[config.mk]
export PLATFORM = sky130hd
export DESIGN_NAME = monitor_scheduler
export DESIGN_NICKNAME = d
export VERILOG_FILES = /design/src/rtl/monitor_scheduler.sv
export SDC_FILE = /design/constraint.sdc
export NUM_CORES = 1
export LEC_CHECK = 0
export CAP_MARGIN = 25
export CORE_MARGIN = 3
export CORE_UTILIZATION = 45
export DETAILED_ROUTE_END_ITERATION = 16
export GPL_TIMING_DRIVEN = 0
export HOLD_SLACK_MARGIN = 0.15
export PLACE_DENSITY = 0.68
export SYNTH_ARGS = -nofsm -noshare
export SYNTH_HDL_FRONTEND = slang
export SYNTH_SLANG_ARGS = --single-unit
[constraint.sdc]
create_clock -name clk -period 5.7 [get_ports clk]
set_input_delay 0.855 -clock clk [delete_from_list [all_inputs] [get_ports clk]]
set_output_delay 0.855 -clock clk [all_outputs]
set_load 0.1 [all_outputs]
[src/rtl/monitor_scheduler.sv]
// rtl/monitor_scheduler.sv - event queue and staged evaluation sequencer for a stream monitor
module monitor_scheduler #(
  parameter int DATA_W = 8,
  parameter int STAGES = 5,
  parameter int DEPTH  = 4,
  parameter int PERIOD = 500
) (
  input  logic                     clk,
  input  logic                     rst,
  input  logic                     en,
  input  logic                     input_a,
  input  logic                     input_b,
  input  logic                     new_input_a,
  input  logic                     new_input_b,
  input  logic                     new_input_id,
  input  logic signed [DATA_W-1:0] input_id,
  output logic                     hlc_a,
  output logic                     hlc_b,
  output logic signed [DATA_W-1:0] hlc_id,
  output logic [63:0]              hlc_clock_cnt,
  output logic                     hlc_en_lt,
  output logic                     hlc_en_gt,
  output logic                     hlc_en_neq,
  output logic                     hlc_en_not_a,
  output logic                     hlc_en_a_impl_b,
  output logic                     hlc_en_time_stream,
  output logic [2:0]               llc_stage,
  output logic                     busy,
  output logic [$clog2(DEPTH):0]   q_count,
  output logic                     overflow
);

  localparam int AW = $clog2(DEPTH);
  localparam int CW = AW + 1;

  typedef struct packed {
    logic              a;
    logic              new_a;
    logic              b;
    logic              new_b;
    logic [DATA_W-1:0] id;
    logic              new_id;
    logic              periodic;
    logic [63:0]       ts;
  } entry_t;

  typedef enum logic {IDLE = 1'b0, RUN = 1'b1} state_t;

  state_t        state_q, state_d;
  entry_t        mem [DEPTH];
  entry_t        wr_entry;
  entry_t        head;
  logic [AW-1:0] wr_ptr, rd_ptr;
  logic [63:0]   time_cnt;
  logic [31:0]   tick_cnt;
  logic          tick, push_req, push_ok, pop, full, empty, last_stage;

  // A tick fires on the PERIOD-th enabled edge since reset and every PERIOD thereafter.
  assign tick       = en && (tick_cnt == 32'(PERIOD - 1));
  assign push_req   = en && (new_input_a || new_input_b || new_input_id || tick);
  assign full       = (q_count == CW'(DEPTH));
  assign empty      = (q_count == '0);
  assign last_stage = (llc_stage == 3'(STAGES - 1));
  // Pops run independently of en so an evaluation already started always drains.
  assign pop        = !empty && ((state_q == IDLE) || last_stage);
  // When full, a same-edge pop frees the slot the push lands in.
  assign push_ok    = push_req && (!full || pop);
  assign head       = mem[rd_ptr];
  assign busy       = (state_q == RUN);

  always_comb begin
    wr_entry          = '0;
    wr_entry.a        = input_a & new_input_a;
    wr_entry.new_a    = new_input_a;
    wr_entry.b        = input_b & new_input_b;
    wr_entry.new_b    = new_input_b;
    wr_entry.id       = new_input_id ? input_id : '0;
    wr_entry.new_id   = new_input_id;
    wr_entry.periodic = tick;
    wr_entry.ts       = time_cnt;
  end

  // Time and tick counters advance only on enabled cycles.
  always_ff @(posedge clk or negedge rst) begin
    if (!rst) begin
      time_cnt <= '0;
      tick_cnt <= '0;
    end else if (en) begin
      time_cnt <= time_cnt + 64'd1;
      tick_cnt <= tick ? 32'd0 : tick_cnt + 32'd1;
    end
  end

  // Queue storage needs no reset; validity is tracked by the pointers and count.
  always_ff @(posedge clk) begin
    if (push_ok) mem[wr_ptr] <= wr_entry;
  end

  // Queue pointers, occupancy and the sticky drop flag.
  always_ff @(posedge clk or negedge rst) begin
    if (!rst) begin
      wr_ptr   <= '0;
      rd_ptr   <= '0;
      q_count  <= '0;
      overflow <= 1'b0;
    end else begin
      if (push_ok) wr_ptr <= wr_ptr + 1'b1;
      if (pop)     rd_ptr <= rd_ptr + 1'b1;
      if (push_ok && !pop)      q_count <= q_count + 1'b1;
      else if (pop && !push_ok) q_count <= q_count - 1'b1;
      if (push_req && full && !pop) overflow <= 1'b1;
    end
  end

  // Sequencer state register.
  always_ff @(posedge clk or negedge rst) begin
    if (!rst) state_q <= IDLE;
    else      state_q <= state_d;
  end

  // Sequencer next state: stay in RUN while entries keep arriving back-to-back.
  always_comb begin
    state_d = state_q;
    case (state_q)
      IDLE:    if (!empty) state_d = RUN;
      RUN:     if (last_stage && empty) state_d = IDLE;
      default: state_d = IDLE;
    endcase
  end

  // Held event registers and stage counter; enables stay fixed across an evaluation.
  always_ff @(posedge clk or negedge rst) begin
    if (!rst) begin
      hlc_a              <= 1'b0;
      hlc_b              <= 1'b0;
      hlc_id             <= '0;
      hlc_clock_cnt      <= '0;
      hlc_en_lt          <= 1'b0;
      hlc_en_gt          <= 1'b0;
      hlc_en_neq         <= 1'b0;
      hlc_en_not_a       <= 1'b0;
      hlc_en_a_impl_b    <= 1'b0;
      hlc_en_time_stream <= 1'b0;
      llc_stage          <= '0;
    end else if (pop) begin
      hlc_a              <= head.a;
      hlc_b              <= head.b;
      hlc_id             <= head.id;
      hlc_clock_cnt      <= head.ts;
      hlc_en_lt          <= head.new_a & head.new_b;
      hlc_en_gt          <= head.new_a & head.new_b;
      hlc_en_a_impl_b    <= head.new_a & head.new_b;
      hlc_en_not_a       <= head.new_a;
      hlc_en_neq         <= head.new_id;
      hlc_en_time_stream <= head.periodic;
      llc_stage          <= '0;
    end else if (state_q == RUN) begin
      if (last_stage) begin
        llc_stage          <= '0;
        hlc_en_lt          <= 1'b0;
        hlc_en_gt          <= 1'b0;
        hlc_en_neq         <= 1'b0;
        hlc_en_not_a       <= 1'b0;
        hlc_en_a_impl_b    <= 1'b0;
        hlc_en_time_stream <= 1'b0;
      end else begin
        llc_stage <= llc_stage + 3'd1;
      end
    end
  end

endmodule

==> out/results.tsv <==
metric	value	unit
outcome	finished clean	
total power	12.9	mW
Crit path required time	6.14	ns
final global-route overflow total	0	
Final Setup Violations	0	
flops & latches, synth	498	
core area	0.0423	mm2
largest net degree at the start of global routing	67	
worst slew pin tran	1.03	ns
post-CTS setup buffers	0	
gr usage total	17.0	%
Routed WL	37.8	mm
Die Y	214	um
Leak	8.60	nW
Iter 0 DRT Violations	738	
row cnt	75	
CTS clock-pin slew for the worst setup and hold paths	0.06	ns
Starting Density	45.9	%
fill count	3299	
RSZ-0062 raised after global routing	no	
post-route ant nets	0	
Hold Path Class	input port to async pin	
n_diodes	0	
Worst Skew	0.0277	ns
Critical Path Source Type	flip-flop	
Vias/cell	5.37	
number of max-cap violations	0	
fin. max-slew vios	0	
Post-CTS Hold Buffers	0	
worst relative slew slack	31.2	%
CTS tree	yes	
Port Buffers	103	
top_reg_cell synth	edfxtp_1	
first-pass GRT wire length	60.2	mm
Max Fclk	0.301	GHz
synthesized instance count	1101	
Final Hold Violating Endpoints	0	
Tcrit/Tclk final	58.3	%
vias in the first global route	10491	
PwrDens	561	mW/mm2
Vias	10117	
layout cells sized above 1	19.4	%
H-Tree Level Count	2	
post-synthesis area per instance	17.7	um2
Sink Count	498	
WS Path Type	flip-flop to flip-flop	
area added between synthesis and finish	18.6	%
DRC	0	
post_cts resized	0	
net count reported at finish	1293	
Peak VDD IR	300	uV
Max FO, Critical Path	10	
clk root buf	clkbuf_16	
initial antenna violation count	0	
Worst-Skew Late Latency	0.56	ns
Crit path arrival time	3.77	ns
Reg2Reg Setup Slack	2.38	ns
Final min period	3.32	ns
Post-synth EDFFs	312	
WL/cell	20.0	um
post-synthesis sequential area ratio	72.1	%
asr flop ratio synth	37.3	%
Bufs on Longest Clock Path	3	
Detail Placement HPWL	24.0	mm
GPL Wtd Cong	0.837	
crit end category	flip-flop	
Setup TNS	0	ns
Inst Count DP	1790	
DIE AREA	0.0457	mm2
Distinct cells, synth	44	
Num CTS Buffers	49	
I/O pin count	104	
Mapped Area	0.0194	mm2
die width	214	um
non-filler instance count after layout	1884	
Syn Nets	1127	
iteration count of the initial detailed-routing pass	5	
YS warnings	0	
-- Yosys cell counts, types with 2 or more instances --
master    count  share of area [%]
nor4_2        3               0.19
a22o_1        4               0.18
and2_1       19               0.61
buf_4         2              0.077
nor4_1       14               0.45
buf_2         3              0.077
buf_1         4              0.077
nand2_1      46               0.89
mux4_2       78                9.0
xnor2_1      61                2.7
mux2_2       77                4.5
and4_1        6               0.27
nor3_1       17               0.44
a32o_1        2               0.10
edfxtp_1    312                 48
nand4_1      36                1.2
nor2_1       41               0.79
o21ai_0       4               0.10
dfrtp_1     186                 24
inv_1        14               0.27
xor2_1       36                1.6
or3_1         2              0.064
ha_1          9               0.58
nor3b_1       2              0.077
and3_1       26               0.84
nand3_1      53                1.4
clkbuf_1     27               0.52
-- registers in the layout, indices dropped and copies added (netlist names) --
name,flops
hlc_en_neq,1
rd_ptr,2
hlc_en_a_impl_b,1
hlc_en_time_stream,1
hlc_b,1
hlc_a,1
mem,312
llc_stage,3
busy,1
hlc_clock_cnt,64
time_cnt,64
hlc_id,8
tick_cnt,32
overflow,1
q_count,3
hlc_en_not_a,1
wr_ptr,2
-- cells by family after synthesis --
group	count (synthesis)	share of synthesized area, %
AO/OA/AOI/OAI	20	0.772
adder cells (fa/ha/maj)	10	0.682
XOR/XNOR	97	4.37
multiplexers	155	13.5
AND/OR/NAND/NOR	271	7.53
flip-flops	498	72.1
buffers and inverters	50	1.02
-- worst max-delay path, stage by stage (launching register included) --
cell      delay (ns)
dfrtp_1         0.43
inv_1           0.08
ha_1            0.19
a21boi_0        0.20
nor2_2          0.53
clkbuf_1        0.52
inv_1           0.24
ha_1            0.27
inv_1           0.07
fa_1            0.40
mux2_2          0.26
-- per-layer routing --
layer	track usage [%]	vias up	wire, um
li1	-	4586	-
met1	23.6	5268	16600
met5	0	-	0
met4	4.85	0	885
met3	3.22	55	1840
met2	28.0	208	18400
-- final timing paths --
| path | start | to | cells past startpoint |
|---|---|---|---|
| min in group clk | tick_cnt[31] | tick_cnt[31] | 1 |
| setup reg to reg | llc_stage[0] | q_count[1] | 10 |
| setup / recovery | llc_stage[0] | q_count[1] | 10 |
| hold / removal | rst | hlc_id[2] | 1 |
| hold reg to reg | tick_cnt[31] | tick_cnt[31] | 1 |
| max in group asynchronous | rst | hlc_clock_cnt[19] | 2 |
-- cell usage in the layout, fill, tap and decap left out, drive strengths merged, types with 4 or more instances in the layout --
cell | Yosys | final
xnor2 | 61 | 61
clkinv | 0 | 12
mux2 | 77 | 77
nand4 | 37 | 37
inv | 14 | 14
xor2 | 36 | 36
bufinv | 0 | 5
nor2 | 41 | 41
ha | 9 | 9
clkbuf | 27 | 100
and2 | 19 | 19
and3 | 26 | 26
o21ai | 4 | 4
and4 | 6 | 6
dfrtp | 186 | 186
edfxtp | 312 | 312
nand3 | 53 | 53
nor4 | 18 | 18
mux4 | 78 | 78
buf | 9 | 22
a22o | 4 | 4
nand2 | 46 | 46
clkdlybuf4s50 | 0 | 102
nor3 | 17 | 17
-- metrics by stage --
stage	utilization, %	setup WS [ns]	area, um2	hold WS, ns
after global placement	50.1	-4.37	21200	0.459
after floorplan	-	1.61	19400	0.443
after CTS	54.4	2.32	23000	0.239
after detailed placement	50.6	1.84	21400	0.461
after global routing	54.5	2.12	23100	0.248
final	54.5	2.38	23100	0.224
-- power breakdown --
group	total, mW	switching [mW]	leakage, nW	internal (mW)
Sequential	4.92	0.347	5.43	4.57
Clock	3.19	1.28	0.780	1.91
Combinational	4.82	3.30	2.39	1.51
-- cell type report --
cell class | count | area (um2) | share of cell area [%]
flip-flops and latches | 498 | 14000 | 60.8
multi-input cells | 553 | 5230 | 22.7
clock buffers | 73 | 1390 | 6.02
repair buffers | 115 | 1270 | 5.51
well taps | 577 | 722 | 3.13
clock inverters | 18 | 225 | 0.977
plain buffers | 36 | 146 | 0.635
inverters | 14 | 52.6 | 0.228
Note: power is estimated with default switching activity, not from simulation.
